--- config.mk ---
export PLATFORM = sky130hd
export DESIGN_NAME = ball_controller
export DESIGN_NICKNAME = d
export VERILOG_FILES = /design/src/rtl/ball_controller.sv
export SDC_FILE = /design/constraint.sdc
export NUM_CORES = 1
export LEC_CHECK = 0
export ABC_AREA = 1
export CORE_ASPECT_RATIO = 2
export CORE_MARGIN = 2
export CORE_UTILIZATION = 35
export CTS_CLUSTER_SIZE = 10
export DETAILED_ROUTE_END_ITERATION = 8
export DONT_BUFFER_PORTS = 1
export SLEW_MARGIN = 5
export SYNTH_ARGS = -nofsm -noshare
export SYNTH_HDL_FRONTEND = slang
export SYNTH_SLANG_ARGS = --single-unit
--- constraint.sdc ---
create_clock -name clk -period 13.2 [get_ports clk]
set_input_delay 2.64 -clock clk [delete_from_list [all_inputs] [get_ports clk]]
set_output_delay 2.64 -clock clk [all_outputs]
set_load 0.02 [all_outputs]
--- src/rtl/ball_controller.sv ---
// ---------------------------------------------------------------------------
// ball_controller
//
// Frame-rate game sequencer for the ball-and-paddle display path. Each
// frame_tick while in PLAY advances the ball by SPEED pixels per axis,
// resolves wall / paddle / goal collisions for the mode latched at game
// start, and maintains both scores. Handles the serve pause, the post-point
// pause and the game-over hold.
//
// Ports
//   clk, rst          clock; asynchronous active-high reset
//   frame_tick        one-cycle pulse per video frame
//   start             one-cycle pulse, starts a game from IDLE or OVER
//   mode[1:0]         00 tennis, 01 football, 10 squash, 11 practice
//   bat_size          paddle half-height select: 1 = 35, 0 = 25
//   p1_y, p2_y        paddle centre rows
//   ball_x, ball_y    ball centre (box is [c-4, c+4) on each axis)
//   p1_score/p2_score scores
//   game_over         high while in OVER
//   playing           high while in PLAY
// ---------------------------------------------------------------------------
module ball_controller #(
    parameter int WIN_SCORE    = 11,  // <= 63
    parameter int SERVE_FRAMES = 60,
    parameter int SPEED        = 2    // 1..4
) (
    input  logic        clk,
    input  logic        rst,
    input  logic        frame_tick,
    input  logic        start,
    input  logic [1:0]  mode,
    input  logic        bat_size,
    input  logic [10:0] p1_y,
    input  logic [10:0] p2_y,
    output logic [10:0] ball_x,
    output logic [10:0] ball_y,
    output logic [5:0]  p1_score,
    output logic [5:0]  p2_score,
    output logic        game_over,
    output logic        playing
);

    typedef enum logic [2:0] {
        S_IDLE,
        S_SERVE,
        S_PLAY,
        S_POINT,
        S_OVER
    } state_e;

    localparam logic [1:0] M_TENNIS = 2'b00;
    localparam logic [1:0] M_FOOT   = 2'b01;
    localparam logic [1:0] M_SQUASH = 2'b10;
    localparam logic [1:0] M_PRACT  = 2'b11;

    localparam int CW = $clog2(SERVE_FRAMES + 1);

    localparam logic [10:0] CX = 11'd320;
    localparam logic [10:0] CY = 11'd240;

    localparam logic signed [11:0] STEP = 12'(SPEED);

    // Paddle column left edges (each column is 10 pixels wide).
    localparam int L_P1  = 40;
    localparam int L_P1F = 480;
    localparam int L_P2  = 590;
    localparam int L_P2F = 150;
    localparam int L_P2S = 500;

    // Ball x after a paddle return: just clear of the paddle face on the
    // side the ball now travels toward.
    localparam logic signed [11:0] NX_P1     = 12'(L_P1 + 14);
    localparam logic signed [11:0] NX_P1F_L  = 12'(L_P1F + 14);
    localparam logic signed [11:0] NX_P2     = 12'(L_P2 - 4);
    localparam logic signed [11:0] NX_P2F    = 12'(L_P2F - 4);
    localparam logic signed [11:0] NX_P1F_R  = 12'(L_P1F - 4);
    localparam logic signed [11:0] NX_P2S    = 12'(L_P2S - 4);

    // ---------------------------------------------------------------------
    // State
    // ---------------------------------------------------------------------
    state_e         state_q, state_d;
    logic [10:0]    x_q, x_d;
    logic [10:0]    y_q, y_d;
    logic           dx_pos_q, dx_pos_d;   // 1: moving +x
    logic           dy_pos_q, dy_pos_d;   // 1: moving +y
    logic [5:0]     p1_q, p1_d;
    logic [5:0]     p2_q, p2_d;
    logic           last_p2_q, last_p2_d; // squash: 1 when P2 hit last
    logic [CW-1:0]  cnt_q, cnt_d;
    logic [1:0]     mode_q, mode_d;
    logic           playing_q, over_q;

    // ---------------------------------------------------------------------
    // Ball physics for one PLAY frame
    // ---------------------------------------------------------------------
    logic signed [11:0] nx, ny;
    logic signed [12:0] bx, by, sz;
    logic               dy_n;
    logic               hit, hit_by_p2;
    logic signed [11:0] hit_nx;
    logic signed [11:0] edge_nx;
    logic               edge_dx;
    logic               in_mouth;
    logic               pt_p1, pt_p2, to_serve;
    logic signed [11:0] res_nx;
    logic               res_dx;

    // Ball box [bx-4, bx+4) overlaps paddle column [l, l+10) and the
    // ball row lies within the paddle span [py-sz, py+sz).
    function automatic logic pad_hit(input logic signed [12:0] cx,
                                     input logic signed [12:0] cy,
                                     input int                 l,
                                     input logic [10:0]        py,
                                     input logic signed [12:0] half);
        logic signed [12:0] lc;
        logic signed [12:0] pc;
        lc = 13'(l);
        pc = $signed({2'b00, py});
        pad_hit = (cx - 13'sd4 < lc + 13'sd10) && (cx + 13'sd4 > lc) &&
                  (cy >= pc - half) && (cy < pc + half);
    endfunction

    always_comb begin
        nx = $signed({1'b0, x_q}) + (dx_pos_q ? STEP : -STEP);
        ny = $signed({1'b0, y_q}) + (dy_pos_q ? STEP : -STEP);

        // Top / bottom walls
        dy_n = dy_pos_q;
        if (ny < 12'sd34) begin
            ny   = 12'sd34;
            dy_n = 1'b1;
        end else if (ny > 12'sd446) begin
            ny   = 12'sd446;
            dy_n = 1'b0;
        end

        bx = {nx[11], nx};
        by = {ny[11], ny};
        sz = bat_size ? 13'sd35 : 13'sd25;

        // Paddles. Within a mode the columns that reflect a given travel
        // direction never overlap, so grouping by direction keeps the
        // listed priority.
        hit       = 1'b0;
        hit_by_p2 = 1'b0;
        hit_nx    = nx;
        case (mode_q)
            M_TENNIS, M_FOOT: begin
                if (!dx_pos_q) begin
                    if (pad_hit(bx, by, L_P1, p1_y, sz)) begin
                        hit    = 1'b1;
                        hit_nx = NX_P1;
                    end else if (mode_q == M_FOOT &&
                                 pad_hit(bx, by, L_P1F, p1_y, sz)) begin
                        hit    = 1'b1;
                        hit_nx = NX_P1F_L;
                    end
                end else begin
                    if (pad_hit(bx, by, L_P2, p2_y, sz)) begin
                        hit       = 1'b1;
                        hit_by_p2 = 1'b1;
                        hit_nx    = NX_P2;
                    end else if (mode_q == M_FOOT &&
                                 pad_hit(bx, by, L_P2F, p2_y, sz)) begin
                        hit       = 1'b1;
                        hit_by_p2 = 1'b1;
                        hit_nx    = NX_P2F;
                    end
                end
            end
            default: begin
                // Squash / practice: both bats face the left wall.
                if (dx_pos_q) begin
                    if (pad_hit(bx, by, L_P1F, p1_y, sz)) begin
                        hit    = 1'b1;
                        hit_nx = NX_P1F_R;
                    end else if (pad_hit(bx, by, L_P2S, p2_y, sz)) begin
                        hit       = 1'b1;
                        hit_by_p2 = 1'b1;
                        hit_nx    = NX_P2S;
                    end
                end
            end
        endcase

        // Left / right edges; football goals only span rows [130, 350).
        in_mouth = (ny >= 12'sd130) && (ny < 12'sd350);
        edge_nx  = nx;
        edge_dx  = dx_pos_q;
        pt_p1    = 1'b0;
        pt_p2    = 1'b0;
        to_serve = 1'b0;
        if (!hit) begin
            if (nx < 12'sd24) begin
                if (mode_q[1] || (mode_q == M_FOOT && !in_mouth)) begin
                    edge_nx = 12'sd34;
                    edge_dx = 1'b1;
                end else begin
                    pt_p2 = 1'b1;
                end
            end else if (nx > 12'sd616) begin
                if (mode_q == M_FOOT && !in_mouth) begin
                    edge_nx = 12'sd606;
                    edge_dx = 1'b0;
                end else if (mode_q == M_PRACT) begin
                    to_serve = 1'b1;
                end else if (mode_q == M_SQUASH) begin
                    pt_p1 = last_p2_q;
                    pt_p2 = !last_p2_q;
                end else begin
                    pt_p1 = 1'b1;
                end
            end
        end

        res_nx = hit ? hit_nx : edge_nx;
        res_dx = hit ? !dx_pos_q : edge_dx;
    end

    // ---------------------------------------------------------------------
    // Sequencer next state
    // ---------------------------------------------------------------------
    logic [5:0] p1_inc, p2_inc;
    assign p1_inc = p1_q + 6'd1;
    assign p2_inc = p2_q + 6'd1;

    always_comb begin
        state_d   = state_q;
        x_d       = x_q;
        y_d       = y_q;
        dx_pos_d  = dx_pos_q;
        dy_pos_d  = dy_pos_q;
        p1_d      = p1_q;
        p2_d      = p2_q;
        last_p2_d = last_p2_q;
        cnt_d     = cnt_q;
        mode_d    = mode_q;

        case (state_q)
            S_IDLE, S_OVER: begin
                // start outranks a coincident frame_tick here
                if (start) begin
                    state_d = S_SERVE;
                    p1_d    = '0;
                    p2_d    = '0;
                    mode_d  = mode;
                    x_d     = CX;
                    y_d     = CY;
                    cnt_d   = '0;
                end
            end

            S_SERVE, S_POINT: begin
                if (frame_tick) begin
                    if (cnt_q == CW'(SERVE_FRAMES - 1)) begin
                        cnt_d   = '0;
                        state_d = S_PLAY;
                        if (state_q == S_POINT) begin
                            x_d = CX;
                            y_d = CY;
                        end
                    end else begin
                        cnt_d = cnt_q + CW'(1);
                    end
                end
            end

            S_PLAY: begin
                if (frame_tick) begin
                    x_d      = res_nx[10:0];
                    y_d      = ny[10:0];
                    dx_pos_d = res_dx;
                    dy_pos_d = dy_n;
                    if (hit && mode_q == M_SQUASH)
                        last_p2_d = hit_by_p2;

                    if (pt_p1 || pt_p2) begin
                        // Next serve heads toward the loser; P2 sits right.
                        dx_pos_d = pt_p1;
                        cnt_d    = '0;
                        if (pt_p1) p1_d = p1_inc;
                        else       p2_d = p2_inc;
                        if ((pt_p1 && p1_inc == 6'(WIN_SCORE)) ||
                            (pt_p2 && p2_inc == 6'(WIN_SCORE))) begin
                            state_d = S_OVER;
                            x_d     = CX;
                            y_d     = CY;
                        end else begin
                            state_d = S_POINT;
                        end
                    end else if (to_serve) begin
                        state_d = S_SERVE;
                        cnt_d   = '0;
                        x_d     = CX;
                        y_d     = CY;
                    end
                end
            end

            default: state_d = S_IDLE;
        endcase
    end

    // ---------------------------------------------------------------------
    // Registers
    // ---------------------------------------------------------------------
    always_ff @(posedge clk or posedge rst) begin
        if (rst) begin
            state_q   <= S_IDLE;
            x_q       <= CX;
            y_q       <= CY;
            dx_pos_q  <= 1'b1;
            dy_pos_q  <= 1'b1;
            p1_q      <= '0;
            p2_q      <= '0;
            last_p2_q <= 1'b0;
            cnt_q     <= '0;
            mode_q    <= M_TENNIS;
            playing_q <= 1'b0;
            over_q    <= 1'b0;
        end else begin
            state_q   <= state_d;
            x_q       <= x_d;
            y_q       <= y_d;
            dx_pos_q  <= dx_pos_d;
            dy_pos_q  <= dy_pos_d;
            p1_q      <= p1_d;
            p2_q      <= p2_d;
            last_p2_q <= last_p2_d;
            cnt_q     <= cnt_d;
            mode_q    <= mode_d;
            playing_q <= (state_d == S_PLAY);
            over_q    <= (state_d == S_OVER);
        end
    end

    assign ball_x    = x_q;
    assign ball_y    = y_q;
    assign p1_score  = p1_q;
    assign p2_score  = p2_q;
    assign game_over = over_q;
    assign playing   = playing_q;

endmodule

# ---- Yosys cells after proc, flatten, opt, wreduce, memory -nomap -nowiden
# Index checks and enable logic that the tools add are counted.
dict set report op_classes {
  add_sub_neg 11
  mul 0
  div_mod_pow 0
  n_lt_le_gt_ge 20
  n_eq_ne 22
  shift 0
  mux 99
  bitwise_logic 0
  n_reduce_logical 46
}
# op count
set op_table {}
lappend op_table {{11-bit two-way mux} 30}
lappend op_table {{6-bit two-way mux} 13}
lappend op_table {{11-bit one-hot mux with 3 select lines} 2}
lappend op_table {{12-bit two-way mux} 4}
lappend op_table {{1-bit two-way mux} 39}
lappend op_table {{13-bit by 10-bit > comparator with 1-bit output (second input constant)} 2}
lappend op_table {{12-bit by 13-bit < comparator with 1-bit output} 2}
lappend op_table {{13-bit by 10-bit < comparator with 1-bit output (second input constant)} 2}
lappend op_table {{11-bit by 6-bit adder with 12-bit output} 2}
lappend op_table {{12-bit adder} 2}
lappend op_table {{12-bit >= comparator} 2}
lappend op_table {{6-bit one-hot mux with 2 select lines} 2}
lappend op_table {{11-bit by 6-bit subtractor with 12-bit output} 2}
lappend op_table {{1-bit logical AND} 22}
lappend op_table {{3-bit two-way mux} 7}
lappend op_table {{5-bit AND reduction} 4}
lappend op_table {{6-bit by 1-bit adder with 6-bit output (second input constant)} 3}
lappend op_table {{6-bit one-hot mux with 3 select lines} 1}
lappend op_table {{2-bit != test (second input constant)} 8}
lappend op_table {{12-bit by 4-bit adder with 13-bit output (second input constant)} 1}
lappend op_table {{13-bit by 11-bit > comparator with 1-bit output (second input constant)} 1}
lappend op_table {{13-bit by 7-bit > comparator with 1-bit output (second input constant)} 1}
lappend op_table {{13-bit by 9-bit > comparator with 1-bit output (second input constant)} 1}
lappend op_table {{13-bit by 11-bit < comparator with 1-bit output (second input constant)} 1}
lappend op_table {{other kinds (30)} 44}
dict set report totals {
  register_bits 50
  latch_bits 0
  mem_bits_rw 0
  romBits 0
  input_bits 29
  elab_cells 210
  mem_count 0
}

# ---- Logic depth before layout (Yosys ltp)
dict set report logic_depth {
  word_depth 21
  depth_mapped 40
}

# ---- Worst setup path before layout
# No wires, ideal clock.
dict set report synth_path {
  kind {input -> register}
  startpoint {in bat_size}
  endpoint {reg x_q[10], in the netlist ball_x[10]}
  t_arrival_ps 6126
  t_required_ps 13135
  path_slack_ps 7009
  path_stages 29
  n_path_buf 1
  path_cell_list {inv_1 > ha_1 > inv_1 > a21oi_1 > nor2_1 > o21ai_0 > nand2_1 > nor2_1 > nand2_1 > nor3_1 > xor2_1 > ha_1 > nand2_1 > inv_1 > nand3_1 > nor3_1 > nand4_1 > nor3b_1 > nand2_1 > nand3_2 > nand3_1 > nand2_1 > nand3_2 > nand4_1 > nand2_2 > nor2_4 > buf_6 > nand3_2 > nand2_1}
}
dict set report synth_between {
  elab_chain_cells 17
  word_cells_on_any_way 52
  cone_classes {add/sub (4); order compare (4); mux (28); reduce/logical (16)}
}
# item line
set synth_rtl {}
lappend synth_rtl {{from (decl)} 32} ;# input logic bat_size,
lappend synth_rtl {{6-bit two-way mux (*)} 140} ;# sz = bat_size ? 13'sd35 : 13'sd25;
lappend synth_rtl {{11-bit by 6-bit subtractor with 12-bit output} 121} ;# (cy >= pc - half) && (cy < pc + half);
lappend synth_rtl {{12-bit >= comparator} 121}
lappend synth_rtl {{1-bit logical AND} 120} ;# pad_hit = (cx - 13'sd4 < lc + 13'sd10) && (cx + 13'sd4 > lc) &&
lappend synth_rtl {{1-bit logical AND} 121}
lappend synth_rtl {{1-bit logical AND (on tied branches)} {154, 164}}
lappend synth_rtl {{1-bit two-way mux (on tied branches)} {154, 164}}
lappend synth_rtl {{1-bit two-way mux (on tied branches)} {151, 160}}
lappend synth_rtl {{1-bit two-way mux} 150} ;# if (!dx_pos_q) begin
lappend synth_rtl {{1-bit two-way mux} 148} ;# case (mode_q)
lappend synth_rtl {{1-bit two-way mux} 194} ;# if (!hit) begin
lappend synth_rtl {{1-bit logical AND (on tied branches)} {284, 285}}
lappend synth_rtl {{1-bit logical OR} 284} ;# if ((pt_p1 && p1_inc == 6'(WIN_SCORE)) ||
lappend synth_rtl {{11-bit two-way mux} 284}
lappend synth_rtl {{11-bit two-way mux (*)} 278} ;# if (pt_p1 || pt_p2) begin
lappend synth_rtl {{11-bit two-way mux (*)} 270} ;# if (frame_tick) begin
lappend synth_rtl {{11-bit one-hot mux with 3 select lines (*)} 240} ;# case (state_q)
lappend synth_rtl {{to (signal assigned)} 311} ;# x_q <= CX;
lappend synth_rtl {{to (signal assigned)} 324} ;# x_q <= x_d;
lappend synth_rtl {{to (decl)} 83} ;# logic [10:0] x_q, x_d;
# Mark *: on every way between the ends. The rest lies on a longest branch, timed or not. The select of a mux whose other input is x is not followed.
# A chain may end at the register's enable or synchronous reset.

# ---- Final worst setup path
dict set report layout_path {
  startpoint {in bat_size}
  endpoint {reg x_q[0], in the netlist ball_x[0]}
}
# The elaborated chain is that of the path after synthesis.

==> results.py <==
metrics = {
    "routing": {
        "wl_per_cell_um": 15.3,
        "drt-total-wl_um": 21500,
        "dr.pass1.iters": 4,
        "drc_errors": 0,
        "drt_iter0_markers": 291,
        "vias_per_cell": 5.16,
        "ant_nets": 0,
        "num_vias": 7228,
    },
    "layout": {
        "drive_gt1_share_pct": 6.96,
        "area_growth_pct": 6.86,
        "multiInputGateArea_sq_um": 5310,
        "ff_latch_area_sq_um": 1260,
        "diodes": 0,
        "fillCellCount": 2262,
        "fin_nets": 1255,
        "layout_commonest_cell": "nand2_1",
        "final_cell_mix": "276 x nand2_1, 178 x inv_1, 92 x nor2_1",
    },
    "sta": {
        "layout_min_cycle_time_ps": 6770,
        "post-route-period-util_pct": 51.3,
        "setup_tns_ps": 0,
        "finClkSkew_ps": 9.59,
        "fmax_mhz": 148,
        "slew_headroom_pct": 45.6,
        "setup_viol": 0,
        "hold_violations": 0,
        "drv_slew": 0,
        "worst_slew_pin_slew_ps": 809,
        "rsz0062_at_grt": "no",
    },
    "worst_setup_path": {
        "worstReg2RegStart": "ball_y[1]",
        "required_ps": 13420,
        "cp_max_fo": 14,
        "regToRegSetupSlack_ps": 7240,
        "crit_type": "in -> reg",
        "start_kind": "input pin",
        "endpoint_kind": "flop",
        "reg2regPathDepth": 33,
        "cp.arrival_ps": 6990,
        "cp-startpoint": "bat_size",
        "rr_endpoint": "ball_x[0]",
    },
    "yosys": {
        "syn-cell-area_sq_um": 7280,
        "synthTopCellsByArea": "ha_1 15%, dfrtp_1 14%, nand2_1 14%",
        "synth_top_area_cell": "ha_1",
        "synthArstFlopShare_pct": 100,
        "synth_cell_types": 54,
        "synth.yosys.warnings": 0,
        "synth_edf_count": 0,
        "ys_ff_latch": 50,
        "avgSynthCellArea_sq_um": 6.46,
        "yosys_most_used_dff": "dfrtp_1",
        "synthCells": 1126,
        "yosysTopAreaCellShare_pct": 14.8,
        "yosysSeqAreaShare_pct": 17.3,
    },
    "pwr": {
        "power.internal_uw": 531,
        "p_sw_uw": 629,
        "p_leak_nw": 4.09,
        "switching_share_pct": 54.2,
        "p_clk_share_pct": 12.8,
        "p_total_mw": 1.16,
        "comb_power_share_pct": 63.5,
        "ir_worst_vdd_uv": 66.8,
        "power_frac_seq_pct": 23.7,
        "power_density_nw_per_um2": 149,
    },
    "outcome": {
        "status": "finished, final reports clean",
    },
    "global_routing": {
        "antenna_found_initial": 0,
        "grt_pass1_vias": 7294,
        "grt.overflow.total": 0,
        "grtUsageTotal_pct": 19.7,
        "grt_pass1_wl_um": 34900,
        "grt_max_degree": 51,
    },
    "clock_tree": {
        "clk_path_buf_depth": 2,
        "clkTransAtPathRegs_ps": 70,
        "h-tree-depth": 2,
        "post_cts.resized_instances": 0,
        "cts_tree": "done",
        "hold_buffers": 0,
        "cts_made_buffers": 5,
        "ctsRootBufferMaster": "clkbuf_16",
        "post-cts-setup-buffers": 0,
        "clk_latency_ps": 300,
        "clock-sinks": 50,
    },
    "hold_path": {
        "min_to": "last_p2_q",
        "min-delay-start": "last_p2_q",
        "min_path_cells": 2,
        "hp-class": "reg -> reg",
    },
    "floorplanning": {
        "initial_core_util_pct": 35.6,
        "core_sq_um": 20500,
        "rows": 74,
        "die_y_um": 208,
        "die_w_um": 106,
        "die_area_sq_um": 22000,
        "io_pins": 65,
    },
    "placement": {
        "dp_hpwl_um": 18000,
        "place_congestion": 0.937,
        "portBuffers": 0,
    },
    "job": {
        "maxCapViolCount": 0,
    },
}
power groups by stage:
stage / clock, mW / sequential (mW) / combinational (mW)
floorplan: 0 / 0.247 / 0.567
global placement: 0 / 0.279 / 0.728
detailed placement: 0 / 0.279 / 0.730
CTS: 0.153 / 0.276 / 0.736
global route: 0.158 / 0.279 / 0.840
finish: 0.148 / 0.275 / 0.737
cells by family (layout without fill, tap and decap cells):
logic type               after synthesis  count (layout)  share of synthesized area (%)
AO/OA/AOI/OAI                        188             188                           15.1
other                                  1              10                         0.0515
flip-flops                            50              50                           17.3
adder cells (fa/ha/maj)               92              92                           16.4
AND/OR/NAND/NOR                      547             547                           34.1
buffers and inverters                195             195                           10.2
XOR/XNOR                              53              53                           6.84
synth_stat cells (3+ instances only):
master      n
a211oi_1    4
a21o_1      5
a21oi_1    60
a21oi_2     8
buf_2       3
clkbuf_1    5
dfrtp_1    42
dfstp_2     8
fa_1        6
ha_1       86
inv_1     179
inv_2       4
nand2_1   276
nand2_2    12
nand3_1    76
nand3_2     9
nand3b_1    3
nand4_1    26
nor2_1     92
nor2_2     10
nor3_1     14
nor3b_1     4
nor4_1      8
o211ai_1    3
o21a_1      5
o21ai_0    52
o21ai_1    19
o21bai_1   12
o22ai_1     3
o31ai_1     6
or2_2       6
xnor2_1     7
xor2_1     43
per-layer routing:
| layer | part of all wire [%] | vias to the layer above | routed length [um] | global-route usage (%) |
|---|---|---|---|---|
| met5 | 0 | - | 0 | 0 |
| met4 | 6.2 | 0 | 1340 | 11.6 |
| met3 | 3.4 | 72 | 722 | 2.38 |
| met2 | 57 | 168 | 12200 | 40.3 |
| met1 | 33 | 3296 | 7180 | 17.5 |
| li1 | - | 3692 | - | - |
sequential cells by signal, indices dropped and copies added (netlist names):
name       cells
playing        1
ball_y        11
cnt_q          6
p1_score       6
dx_pos_q       1
state_q        3
dy_pos_q       1
p2_score       6
last_p2_q      1
ball_x        11
mode_q         2
game_over      1
critical path: stages:
cell and delay (ps):
inv_1 180, ha_1 420, inv_1 90, a21oi_1 230, nor2_1 50, o21ai_0 140, nand2_1 90, nor2_1 130
nand2_1 90, nor3_1 200, xor2_1 190, ha_1 140, nand2_1 60, inv_1 50, nand3_1 80, nor3_1 150
nand4_1 140, nor3b_1 210, nand2_1 100, nand3_2 140, nand3_1 110, nand2_1 130, nand3_2 190, nand4_1 240
nand2_2 120, nor2_4 400, nand2_1 100, a21oi_1 150
layout make-up:
class	instances	share of cell area (%)
multi-input cells	890	68.2
flip-flops and latches	50	16.2
inverters	185	8.93
well taps	266	4.28
clock buffers	6	1.66
clock inverters	2	0.483
repair buffers	2	0.193
per-stage QoR:
step / instance area [sq um] / setup WS, ps / hold WS [ps] / utilization [%] / std cells
5_1_grt: 7780 / 5820 / 532 / 38.0 / 1401
3_3_place_gp: 7610 / 6340 / 493 / 37.2 / 1393
2_1_floorplan: 7310 / 7010 / 466 / - / 1135
3_5_place_dp: 7610 / 6130 / 486 / 37.2 / 1393
6_report: 7780 / 6430 / 507 / 38.0 / 1401
4_1_cts: 7780 / 6410 / 508 / 38.0 / 1401
worst max path at each step:
stage | to | slack [ps] | cells after the start
CTS | ball_x[0] | 6410 | 28
floorplan | ball_x[10] | 7010 | 29
detailed placement | ball_x[0] | 6130 | 28
global placement | ball_x[0] | 6340 | 28
finish | ball_x[0] | 6430 | 28
global route | ball_x[0] | 5820 | 30
Note: power is estimated with default switching activity, not from simulation.
